--- config.mk ---
export PLATFORM = sky130hd
export DESIGN_NAME = led_pattern_sequencer
export DESIGN_NICKNAME = d
export VERILOG_FILES = /design/src/rtl/led_pattern_sequencer_pkg.sv /design/src/rtl/led_pattern_rom.sv /design/src/rtl/led_pattern_sequencer.sv
export SDC_FILE = /design/constraint.sdc
export NUM_CORES = 1
export LEC_CHECK = 0
export CAP_MARGIN = 20
export CORE_MARGIN = 4
export CORE_UTILIZATION = 53
export DETAILED_ROUTE_END_ITERATION = 12
export GPL_TIMING_DRIVEN = 0
export PLACE_DENSITY = 0.75
export REMOVE_ABC_BUFFERS = 1
export SETUP_SLACK_MARGIN = 0.05
export SYNTH_ARGS = -nofsm -noshare
export SYNTH_HDL_FRONTEND = slang
export SYNTH_SLANG_ARGS = --single-unit
--- constraint.sdc ---
create_clock -name CLK -period 3.65 [get_ports CLK]
set_clock_uncertainty 0.15 [all_clocks]
set_input_delay 1.095 -clock CLK [delete_from_list [all_inputs] [get_ports CLK]]
set_output_delay 1.095 -clock CLK [all_outputs]
set_load 0.005 [all_outputs]
--- src/rtl/led_pattern_sequencer_pkg.sv ---
// Shared types and defaults for the 4-channel LED pattern sequencer.
// Holds FSM state codes, MODE codes and the 50 MHz / 100 ms tick length.
package led_pattern_sequencer_pkg;

   typedef enum logic [1:0] {
      ST_IDLE = 2'd0,
      ST_RUN  = 2'd1,
      ST_STOP = 2'd2
   } state_e;

   typedef enum logic [1:0] {
      MODE_WALK    = 2'd0,
      MODE_BLINK   = 2'd1,
      MODE_BREATHE = 2'd2,
      MODE_HEART   = 2'd3
   } mode_e;

   localparam logic [22:0] TICK_CNT_DEF = 23'd5_000_000;

endpackage

--- src/rtl/led_pattern_rom.sv ---
// Pattern table: latched mode and step index in, channel mask and duty level (1..4) out.
module led_pattern_rom
   import led_pattern_sequencer_pkg::*;
(
   input  mode_e       mode_i,
   input  logic [2:0]  step_i,
   output logic [3:0]  mask_o,
   output logic [2:0]  duty_o
);

   always_comb begin
      mask_o = 4'b0000;
      duty_o = 3'd4;
      unique case (mode_i)
         // Walk runs out on steps 0..3 and back on steps 4..7.
         MODE_WALK:    mask_o = step_i[2] ? (4'b1000 >> step_i[1:0]) : (4'b0001 << step_i[1:0]);
         MODE_BLINK:   mask_o = step_i[0] ? 4'b0000 : 4'b1111;
         MODE_BREATHE: begin
            mask_o = 4'b1111;
            duty_o = step_i[2] ? (3'd4 - {1'b0, step_i[1:0]}) : (3'd1 + {1'b0, step_i[1:0]});
         end
         MODE_HEART: begin
            mask_o = (step_i == 3'd0 || step_i == 3'd2) ? 4'b0001 : 4'b0000;
            duty_o = 3'd1;
         end
         default: ;
      endcase
   end

endmodule

--- src/rtl/led_pattern_sequencer.sv ---
// Steps a 4-channel LED bank through an 8-step pattern table on a shared tick counter,
// gating each channel with an end-of-tick aligned duty window.
module led_pattern_sequencer
   import led_pattern_sequencer_pkg::*;
#(
   parameter int unsigned    CW         = 23,
   parameter logic [CW-1:0]  TICK_CNT   = CW'(TICK_CNT_DEF),
   parameter logic [3:0]     STEP_TICKS = 4'd1
) (
   input  logic        CLK,
   input  logic        RST_N,
   input  logic        START,
   input  logic        STOP,
   input  logic [1:0]  MODE,
   output logic [3:0]  LED_OUT,
   output logic        BUSY,
   output logic [2:0]  STEP_IDX
);

   localparam logic [CW-1:0] Q1 = TICK_CNT >> 2;
   localparam logic [CW-1:0] Q2 = Q1 << 1;
   localparam logic [CW-1:0] Q3 = Q1 + Q2;

   state_e          state_q, state_d;
   mode_e           mode_q, mode_d;
   logic [CW-1:0]   count_q, count_d;
   logic [3:0]      tis_q, tis_d;
   logic [2:0]      step_q, step_d;
   logic [3:0]      led_q, led_d;

   logic [3:0]      mask;
   logic [2:0]      duty;
   logic [CW-1:0]   thresh;
   logic            tick, step_end, on;

   led_pattern_rom u_rom (
      .mode_i (mode_q),
      .step_i (step_q),
      .mask_o (mask),
      .duty_o (duty)
   );

   assign tick     = (count_q == TICK_CNT - CW'(1));
   assign step_end = tick && (tis_q == STEP_TICKS - 4'd1);

   // On-window sits at the end of the tick: duty d is on for the last d quarters.
   always_comb begin
      case (duty)
         3'd4:    thresh = '0;
         3'd3:    thresh = Q1;
         3'd2:    thresh = Q2;
         default: thresh = Q3;
      endcase
   end

   assign on = (count_q >= thresh);

   always_comb begin
      state_d = state_q;
      mode_d  = mode_q;
      count_d = count_q;
      tis_d   = tis_q;
      step_d  = step_q;
      led_d   = 4'b0000;
      unique case (state_q)
         ST_IDLE: begin
            count_d = '0;
            tis_d   = '0;
            if (START && !STOP) begin
               state_d = ST_RUN;
               step_d  = 3'd0;
               mode_d  = mode_e'(MODE);
            end
         end
         ST_RUN, ST_STOP: begin
            led_d   = mask & {4{on}};
            count_d = tick ? '0 : count_q + CW'(1);
            if (tick) begin
               tis_d = tis_q + 4'd1;
            end
            if (step_end) begin
               tis_d  = '0;
               step_d = step_q + 3'd1;
               // Mode changes only take effect at the pattern boundary.
               if (step_q == 3'd7) begin
                  mode_d = mode_e'(MODE);
               end
               if (state_q == ST_STOP) begin
                  state_d = ST_IDLE;
               end
            end
            if (state_q == ST_RUN && STOP) begin
               state_d = ST_STOP;
            end
         end
         default: state_d = ST_IDLE;
      endcase
   end

   always_ff @(posedge CLK or negedge RST_N) begin
      if (!RST_N) begin
         state_q <= ST_IDLE;
         mode_q  <= MODE_WALK;
         count_q <= '0;
         tis_q   <= '0;
         step_q  <= '0;
         led_q   <= '0;
      end else begin
         state_q <= state_d;
         mode_q  <= mode_d;
         count_q <= count_d;
         tis_q   <= tis_d;
         step_q  <= step_d;
         led_q   <= led_d;
      end
   end

   assign LED_OUT  = led_q;
   assign BUSY     = (state_q != ST_IDLE);
   assign STEP_IDX = step_q;

endmodule

==> metrics.md, run 1 <==
| Metric | Value |
|---|---|
| Count of TritonRoute iterations in the first routing pass | `4` |
| Number of synthesized flops with an enable pin | `0` |
| Crit-path max FO | `5` |
| Total number of placement rows | `25` |
| Met3 capacity usage during global routing | `under 10%` |
| GR Util met2 | `between 30% and 40%` |
| Stage delay of the slowest cell on the critical path | `0.46 ns` |
| Synth Register Bits | `38` |
| Wire per inst | `14.5 microns` |
| Number of buffers between clock root and the deepest sink | `2` |
| Arrival time worst endpoint | `3.55 ns` |
| RSZ-0062 raised after global routing | `false` |
| Part of the total power dissipated in sequential elements | `a little under two fifths` |
| Synth unique cells | `55` |
| Pint | `between 0.8 and 0.9 mW` |
| Net switching fraction of the power | `40.0%` |
| Slew at the pin closest to its max-slew limit | `~0.84 ns` |
| Via count of the first global-routing pass | `2036` |
| Final-stage net count | `352` |
| Static leakage power | `1.38 nW` |
| First-iteration detailed-routing DRC count | `142` |
| Proportion of power drawn by combinational gates | `~43%` |
| Worst hold path cell count | `1` |
| Die area | `6360 sq um` |
| Final cycle utilization of the critical path | `96.2%` |
| Die Height | `approximately 80 microns` |
| Input/output buffers | `13` |
| Worst slew margin relative to its limit | `43.9%` |
| Width of the die | `79.7 microns` |
| Setup-violating endpoint count in the final report | `0` |
| Prevailing post-synth register cell | `sky130_fd_sc_hd__dfrtp_1` |
| Crit path cell chain | `inv_1 -> ha_4 -> or2_1 -> mux4_2 -> o21a_1 -> inv_2 -> ha_1 -> nand4_1 -> a2111o_1 -> a211o_1 -> a31oi_1 -> o21ai_2 -> a221oi_2` |
| Most frequently used cell type in the post-synthesis netlist | `sky130_fd_sc_hd__dfrtp_1` |
| Root Buffer Master | `sky130_fd_sc_hd__clkbuf_8` |
| Post-place instance area | `2920 sq um` |
| Final design instance area without fill | `about 3100 sq um` |
| Area added between synthesis and finish | `13.7%` |
| Power per cell area | `442 nW/um^2` |
| Worst R2R Setup Slack | `roughly 0.14 ns` |
| Clock group share of total power | `19.5%` |
| Number of cells after detailed placement | `372` |
| Critical Path RT | `3.69 ns` |
| Worst-case vdd ir drop | `0.000363 V` |
| Vias after detailed routing | `between 2000 and 2500` |
| Capture instance of the worst register-to-register path | `LED_OUT[1]` |
| Peak clock frequency supported by timing | `285 MHz` |
| Number of DRC violations after detailed routing | `0` |
| Startpoint class of the critical path | `flop` |
| Share of post-route cells with drive strength above 1 | `roughly 14%` |
| CP Capture Type | `flop` |
| Count of fill cells added during filler insertion | `407` |
| Proportion of synthesized flip-flops having asynchronous set or reset | `100%` |
| Global routing usage summed across all routing layers | `19.0%` |
| Hold path start | `tis_q[3]` |
| Cells on worst reg2reg path | `13` |
| Type of the most critical hold path | `reg2reg` |
| Maximum number of pins on one net before global-route repair | `39` |
| First-pass GRT wire length | `between 9 and 10 mm` |
| Remaining Overflow, GRT | `0` |
| Clk_lat worst skew | `0.29 ns` |
| Clock-pin slew on the worst setup and hold paths | `roughly 0.08 ns` |
| Top Ports | `14` |
| Number of violations of the max-capacitance limit | `0` |
| Post-detailed-routing wire length | `about 5.6 mm` |
| CTS sink count | `38` |
| Summed instance area of the synthesized netlist | `2730 sq um` |
| H-tree depth | `2` |
| Area of the core region | `4850 sq um` |
| Starting utilization of the core area | `between 50% and 60%` |
| Critical-path top delay cell | `sky130_fd_sc_hd__mux4_2` |
| Final setup TNS | `0 ns` |
| Number of antenna cells inserted | `0` |
| Max-slew violation count | `0` |
| Met1 demand-to-capacity share in global routing | `26.4%` |
| CTS Buf Count | `5` |
| Mean Syn Cell Area | `9.15 sq um` |
| Detailed-route vias per instance | `5.71` |
| Number of antenna violations at the first check in global routing | `0` |
| Count of synthesis-stage warnings from yosys | `0` |
| Shortest period the worst path allows | `roughly 3.5 ns` |
| Library cell occupying the most area in the post-synthesis netlist | `sky130_fd_sc_hd__dfrtp_1` |
| Post-synthesis sequential area ratio | `around a third` |
| Global-route layer with the greatest usage | `met2` |
| Sum of net half-perimeters after detailed placement | `4.04 mm` |
| Switching power summed over all nets | `0.548 mW` |
| Largest cells by area after synthesis | `sky130_fd_sc_hd__dfrtp_1 35%, sky130_fd_sc_hd__ha_1 12%, sky130_fd_sc_hd__o21ai_0 4.4%` |
| Post-synth top cells | `38 x sky130_fd_sc_hd__dfrtp_1, 27 x sky130_fd_sc_hd__ha_1, 27 x sky130_fd_sc_hd__nor2_1` |
| Clock tree from TritonCTS | `done` |
| Run status | `completed` |
| Antenna Nets Post-Route | `0` |
| Final hold viol count | `0` |
| Portion of synthesized cell area occupied by the leading cell type | `34.9%` |
| Reg-to-reg startpoint | `STEP_IDX[1]` |
| End point of the worst hold path | `tis_q[3]` |
| Instance count of the mapped netlist | `298` |
| Critical path class | `reg2reg` |
| Count of non-filler cells in the finished layout | `around 390` |
| Routability cong. | `0.923` |
-- worst max path at each step --
stage | cells after the start | slack [ns] | endpoint | startpoint
final | 13 | 0.14 | LED_OUT[1] | STEP_IDX[1]
after global placement | 14 | -0.17 | LED_OUT[2] | STEP_IDX[0]
after detailed placement | 14 | -0.17 | LED_OUT[2] | STEP_IDX[0]
after floorplan | 13 | 0.18 | LED_OUT[2] | STEP_IDX[0]
after global routing | 13 | 0.02 | LED_OUT[1] | STEP_IDX[1]
after CTS | 14 | 0.06 | LED_OUT[2] | STEP_IDX[0]
-- critical path, delay by kind of cell (launching register included) --
| kind | cells | cell delay (ns) |
|---|---|---|
| AO/OA/AOI/OAI | 6 | 1.45 |
| multiplexers | 1 | 0.46 |
| flip-flops | 1 | 0.43 |
| adder cells (fa/ha/maj) | 2 | 0.36 |
| AND/OR/NAND/NOR | 2 | 0.32 |
| buffers and inverters | 2 | 0.23 |
-- repair_timing --
| action | in CTS | in global routing |
|---|---|---|
| setup endpoints to repair | 4 | 4 |
| pin swaps | 0 | 2 |
| buffers inserted | 4 | 3 |
| hold buffers | 0 | 0 |
| gates resized for setup | 2 | 11 |
-- logic make-up after synthesis --
logic type	count (synthesis)	share of synthesized area, %
muxes	9	4.36
adders and majority gates	27	12.4
and+or+nand+nor	117	23.7
xor gates and xnor gates	17	5.46
AOI/OAI and AO/OA	64	15.5
DFF	38	34.9
buffers and inverters	26	3.76
-- power by group through the flow --
| stage | clock, mW | combinational, mW | sequential (mW) |
|---|---|---|---|
| after CTS | 0.276 | 0.566 | 0.512 |
| after global routing | 0.297 | 0.660 | 0.525 |
| after global placement | 0 | 0.536 | 0.518 |
| after floorplan | 0 | 0.410 | 0.504 |
| final | 0.268 | 0.587 | 0.516 |
| after detailed placement | 0 | 0.561 | 0.519 |
-- through the flow --
step / power [mW] / utilization (%) / setup slack [ns] / hold slack, ns
2_1_floorplan: 0.914 / - / 0.179 / 0.298
3_3_place_gp: 1.05 / 59.9 / -0.171 / 0.328
3_5_place_dp: 1.08 / 60.2 / -0.173 / 0.330
4_1_cts: 1.35 / 62.6 / 0.0629 / 0.345
5_1_grt: 1.48 / 64.0 / 0.0217 / 0.372
6_report: 1.37 / 64.0 / 0.137 / 0.347
-- cells in the final DEF (no fill, tap or decap), drive strengths merged, types with 2 or more instances in the layout --
| cell | instances |
|---|---|
| and3b | 2 |
| and4 | 2 |
| dfrtp | 38 |
| mux2i | 4 |
| nor3 | 4 |
| nand2b | 7 |
| nand3 | 16 |
| a221oi | 3 |
| o21ai | 25 |
| a21oi | 9 |
| nor2 | 27 |
| nand4 | 4 |
| nor2b | 2 |
| a211o | 3 |
| a211oi | 2 |
| clkinv | 2 |
| xor2 | 12 |
| a21boi | 2 |
| nor4 | 3 |
| o21a | 2 |
| and4b | 2 |
| a31oi | 4 |
| buf | 9 |
| a22o | 3 |
| and3 | 7 |
| clkbuf | 5 |
| and2 | 4 |
| nand2 | 26 |
| o31ai | 5 |
| nor4b | 2 |
| ha | 27 |
| or2 | 5 |
| mux2 | 4 |
| clkdlybuf4s50 | 12 |
| xnor2 | 5 |
| inv | 18 |
-- routing by layer --
layer	part of all wire [%]	up-vias
li1	-	1102
met2	48	40
met4	0.43	0
met5	0	-
met1	48	1060
met3	4.0	2
-- state kept, by name, indices dropped and copies added (netlist names) --
register,count
count_q,23
LED_OUT,4
tis_q,4
STEP_IDX,3
mode_q,2
state_q,2
-- area by class of cell --
| cell class | count | area [sq um] | share of cell area [%] |
|---|---|---|---|
| Clock buffer | 5 | 68.8 | 2.22 |
| Inverter | 18 | 67.6 | 2.18 |
| Multi-Input combinational cell | 234 | 1720 | 55.5 |
| Timing Repair Buffer | 22 | 195 | 6.29 |
| Sequential cell | 38 | 953 | 30.7 |
| Clock inverter | 2 | 10.0 | 0.323 |
| Tap cell | 67 | 83.8 | 2.70 |
Power figures use the tool's default switching activity.
==> run 2, diff against run 1 <==
- SLEW_MARGIN: unset -> 30
==> run 2 against run 1 <==
Routed wire length decreased by 0.86%. Power rose by 2.0%. Largest cell class unchanged. Critical path type unchanged. Sequential power about the same. Non-clock buffer count is 1 higher. Die area stayed put. Count of clock-buffer cells in the layout stayed put. Via count increased by 0.41%. Clock power barely moved. Cell count increased by 0.26%. Combinational power increased by 4.6%. Core utilization grew 1.3 points.
==> metrics.md, run 2 (synthesized netlist as in run 1, its figures left out) <==
| Metric | Value |
|---|---|
| Run status | `completed` |
| Switching power summed over all nets | `0.558 mW` |
| Number of antenna cells inserted | `0` |
| Final hold viol count | `0` |
| Top Ports | `14` |
| Worst slew margin relative to its limit | `~48%` |
| Global routing usage summed across all routing layers | `between 10% and 20%` |
| Antenna Nets Post-Route | `0` |
| Final-stage net count | `roughly 350` |
| Commonest cells after routing, fill and taps aside | `36 x sky130_fd_sc_hd__dfrtp_1, 27 x sky130_fd_sc_hd__nor2_1, 25 x sky130_fd_sc_hd__nand2_1, 24 x sky130_fd_sc_hd__ha_1, 23 x sky130_fd_sc_hd__o21ai_0` |
| Share of post-route cells with drive strength above 1 | `about 15%` |
| Wire per inst | `14.4 microns` |
| Routability cong. | `0.923` |
| Post-place instance area | `2940 sq um` |
| Area added between synthesis and finish | `16.0%` |
| Post-layout power | `~1.4 mW` |
| Net switching fraction of the power | `between 30% and 40%` |
| CTS sink count | `38` |
| Critical path class | `reg2reg` |
| Part of the total power dissipated in sequential elements | `36.8%` |
| Clock tree from TritonCTS | `done` |
| Detailed-route vias per instance | `~5.7` |
| Most common cell after layout, fill and taps aside | `sky130_fd_sc_hd__dfrtp_1` |
| First-iteration detailed-routing DRC count | `121` |
| Root Buffer Master | `sky130_fd_sc_hd__clkbuf_8` |
| H-tree depth | `2` |
| Power per cell area | `442 nW/um^2` |
| Vias after detailed routing | `roughly 2200` |
| Proportion of power drawn by combinational gates | `43.9%` |
| Count of non-filler cells in the finished layout | `between 300 and 400` |
| Final cycle utilization of the critical path | `94.3%` |
| Number of antenna violations at the first check in global routing | `0` |
| Number of buffers between clock root and the deepest sink | `2` |
| Setup-violating endpoint count in the final report | `0` |
| Critical Path Source | `STEP_IDX[0]` |
| Register name with the most flops | `count_q` |
| Final design instance area without fill | `3160 sq um` |
| First-pass GRT wire length | `roughly 9.6 mm` |
| Shortest period the worst path allows | `3.44 ns` |
| Width of the die | `about 80 microns` |
| Starting utilization of the core area | `56.3%` |
| Worst R2R Setup Slack | `0.21 ns` |
| CP Capture Type | `flop` |
| Count of TritonRoute iterations in the first routing pass | `4` |
| Number of DRC violations after detailed routing | `0` |
| Arrival time worst endpoint | `3.49 ns` |
| Total number of placement rows | `25` |
| Slew at the pin closest to its max-slew limit | `0.771 ns` |
| Clock-pin slew on the worst setup and hold paths | `0.07 ns` |
| Reg-to-reg startpoint | `STEP_IDX[0]` |
| Post-detailed-routing wire length | `between 5 and 6 mm` |
| Peak clock frequency supported by timing | `290 MHz` |
| Die area | `6360 sq um` |
| Maximum number of pins on one net before global-route repair | `24` |
| Cells on worst reg2reg path | `12` |
| CTS Buf Count | `5` |
| Startpoint class of the critical path | `flop` |
| Max-slew violation count | `0` |
| Crit-path max FO | `4` |
| Remaining Overflow, GRT | `0` |
| Static leakage power | `1.39 nW` |
| Sum of net half-perimeters after detailed placement | `4.13 mm` |
| Via count of the first global-routing pass | `2071` |
| Capture instance of the worst register-to-register path | `LED_OUT[1]` |
| Flip-flop count of the largest register after layout | `23` |
| Critical Path RT | `3.69 ns` |
| Die Height | `between 70 and 80 microns` |
| Pint | `0.841 mW` |
| Number of cells after detailed placement | `between 300 and 400` |
| Input/output buffers | `13` |
| Clock group share of total power | `between 10% and 20%` |
| Clk_lat worst skew | `0.29 ns` |
| Number of violations of the max-capacitance limit | `0` |
| Critical path capture point | `LED_OUT[1]` |
| Type of the most critical hold path | `reg2reg` |
| RSZ-0062 raised after global routing | `false` |
| Area of the core region | `about 4800 sq um` |
| Worst-case vdd ir drop | `0.000441 V` |
## run 2: worst max-delay path: stages, from the launching register on
cell	delay (ns)
sky130_fd_sc_hd__dfrtp_2	0.43
sky130_fd_sc_hd__ha_1	0.27
sky130_fd_sc_hd__nand2b_1	0.16
sky130_fd_sc_hd__mux4_2	0.48
sky130_fd_sc_hd__o21a_1	0.22
sky130_fd_sc_hd__inv_2	0.13
sky130_fd_sc_hd__ha_4	0.15
sky130_fd_sc_hd__nand4_1	0.12
sky130_fd_sc_hd__a2111o_1	0.41
sky130_fd_sc_hd__a211o_1	0.28
sky130_fd_sc_hd__a31oi_2	0.20
sky130_fd_sc_hd__o21ai_2	0.11
sky130_fd_sc_hd__a221oi_2	0.24
## run 2: layout make-up
type                            instances  area, sq um
Clock buffer                            5         68.8
Clock inverter                          2         10.0
Fill cell                             393         1680
Inverter                               18         67.6
Multi-Input combinational cell        234         1760
Sequential cell                        38          953
Tap cell                               67         83.8
Timing Repair Buffer                   23          220
## run 2: worst min-delay path by stage
stage                     slack (ns)  cells past startpoint  endpoint  startpoint
after floorplan                 0.30                      1  tis_q[3]    tis_q[3]
after global placement          0.33                      1  tis_q[3]    tis_q[3]
after detailed placement        0.33                      1  tis_q[3]    tis_q[3]
after CTS                       0.34                      1  tis_q[3]    tis_q[3]
after global routing            0.37                      1  tis_q[3]    tis_q[3]
final                           0.34                      1  tis_q[3]    tis_q[3]
## run 2: power by group through the flow
stage | Clock, mW | Sequential [mW] | Combinational (mW)
floorplan | 0 | 0.504 | 0.410
global placement | 0 | 0.518 | 0.536
detailed placement | 0 | 0.518 | 0.561
CTS | 0.275 | 0.512 | 0.562
global route | 0.291 | 0.525 | 0.690
finish | 0.271 | 0.514 | 0.614
## run 2: per-layer routing
layer / up-vias / track usage (%) / part of all wire [%]
li1: 1108 / - / -
met2: 39 / 30.6 / 47
met3: 7 / 3.27 / 3.9
met4: 0 / 5.07 / 1.1
met5: - / 0 / 0
met1: 1059 / 26.1 / 48
## run 2: per-stage QoR
| stage | TNS [ns] | utilization [%] | hold WS, ns | setup WS, ns |
|---|---|---|---|---|
| floorplan | 0 | - | 0.298 | 0.179 |
| global placement | -0.482 | 59.9 | 0.328 | -0.171 |
| detailed placement | -0.581 | 60.6 | 0.334 | -0.184 |
| CTS | 0 | 63.0 | 0.345 | 0.0958 |
| global route | 0 | 65.3 | 0.372 | 0.0296 |
| finish | 0 | 65.3 | 0.343 | 0.206 |
## run 2: repair_timing
action	in CTS	in global routing
buffers inserted	4	5
hold buffers	0	0
gates resized for setup	2	13
endpoints found under the setup margin	4	4
hold endpoints to repair	0	0
pin swaps	0	1
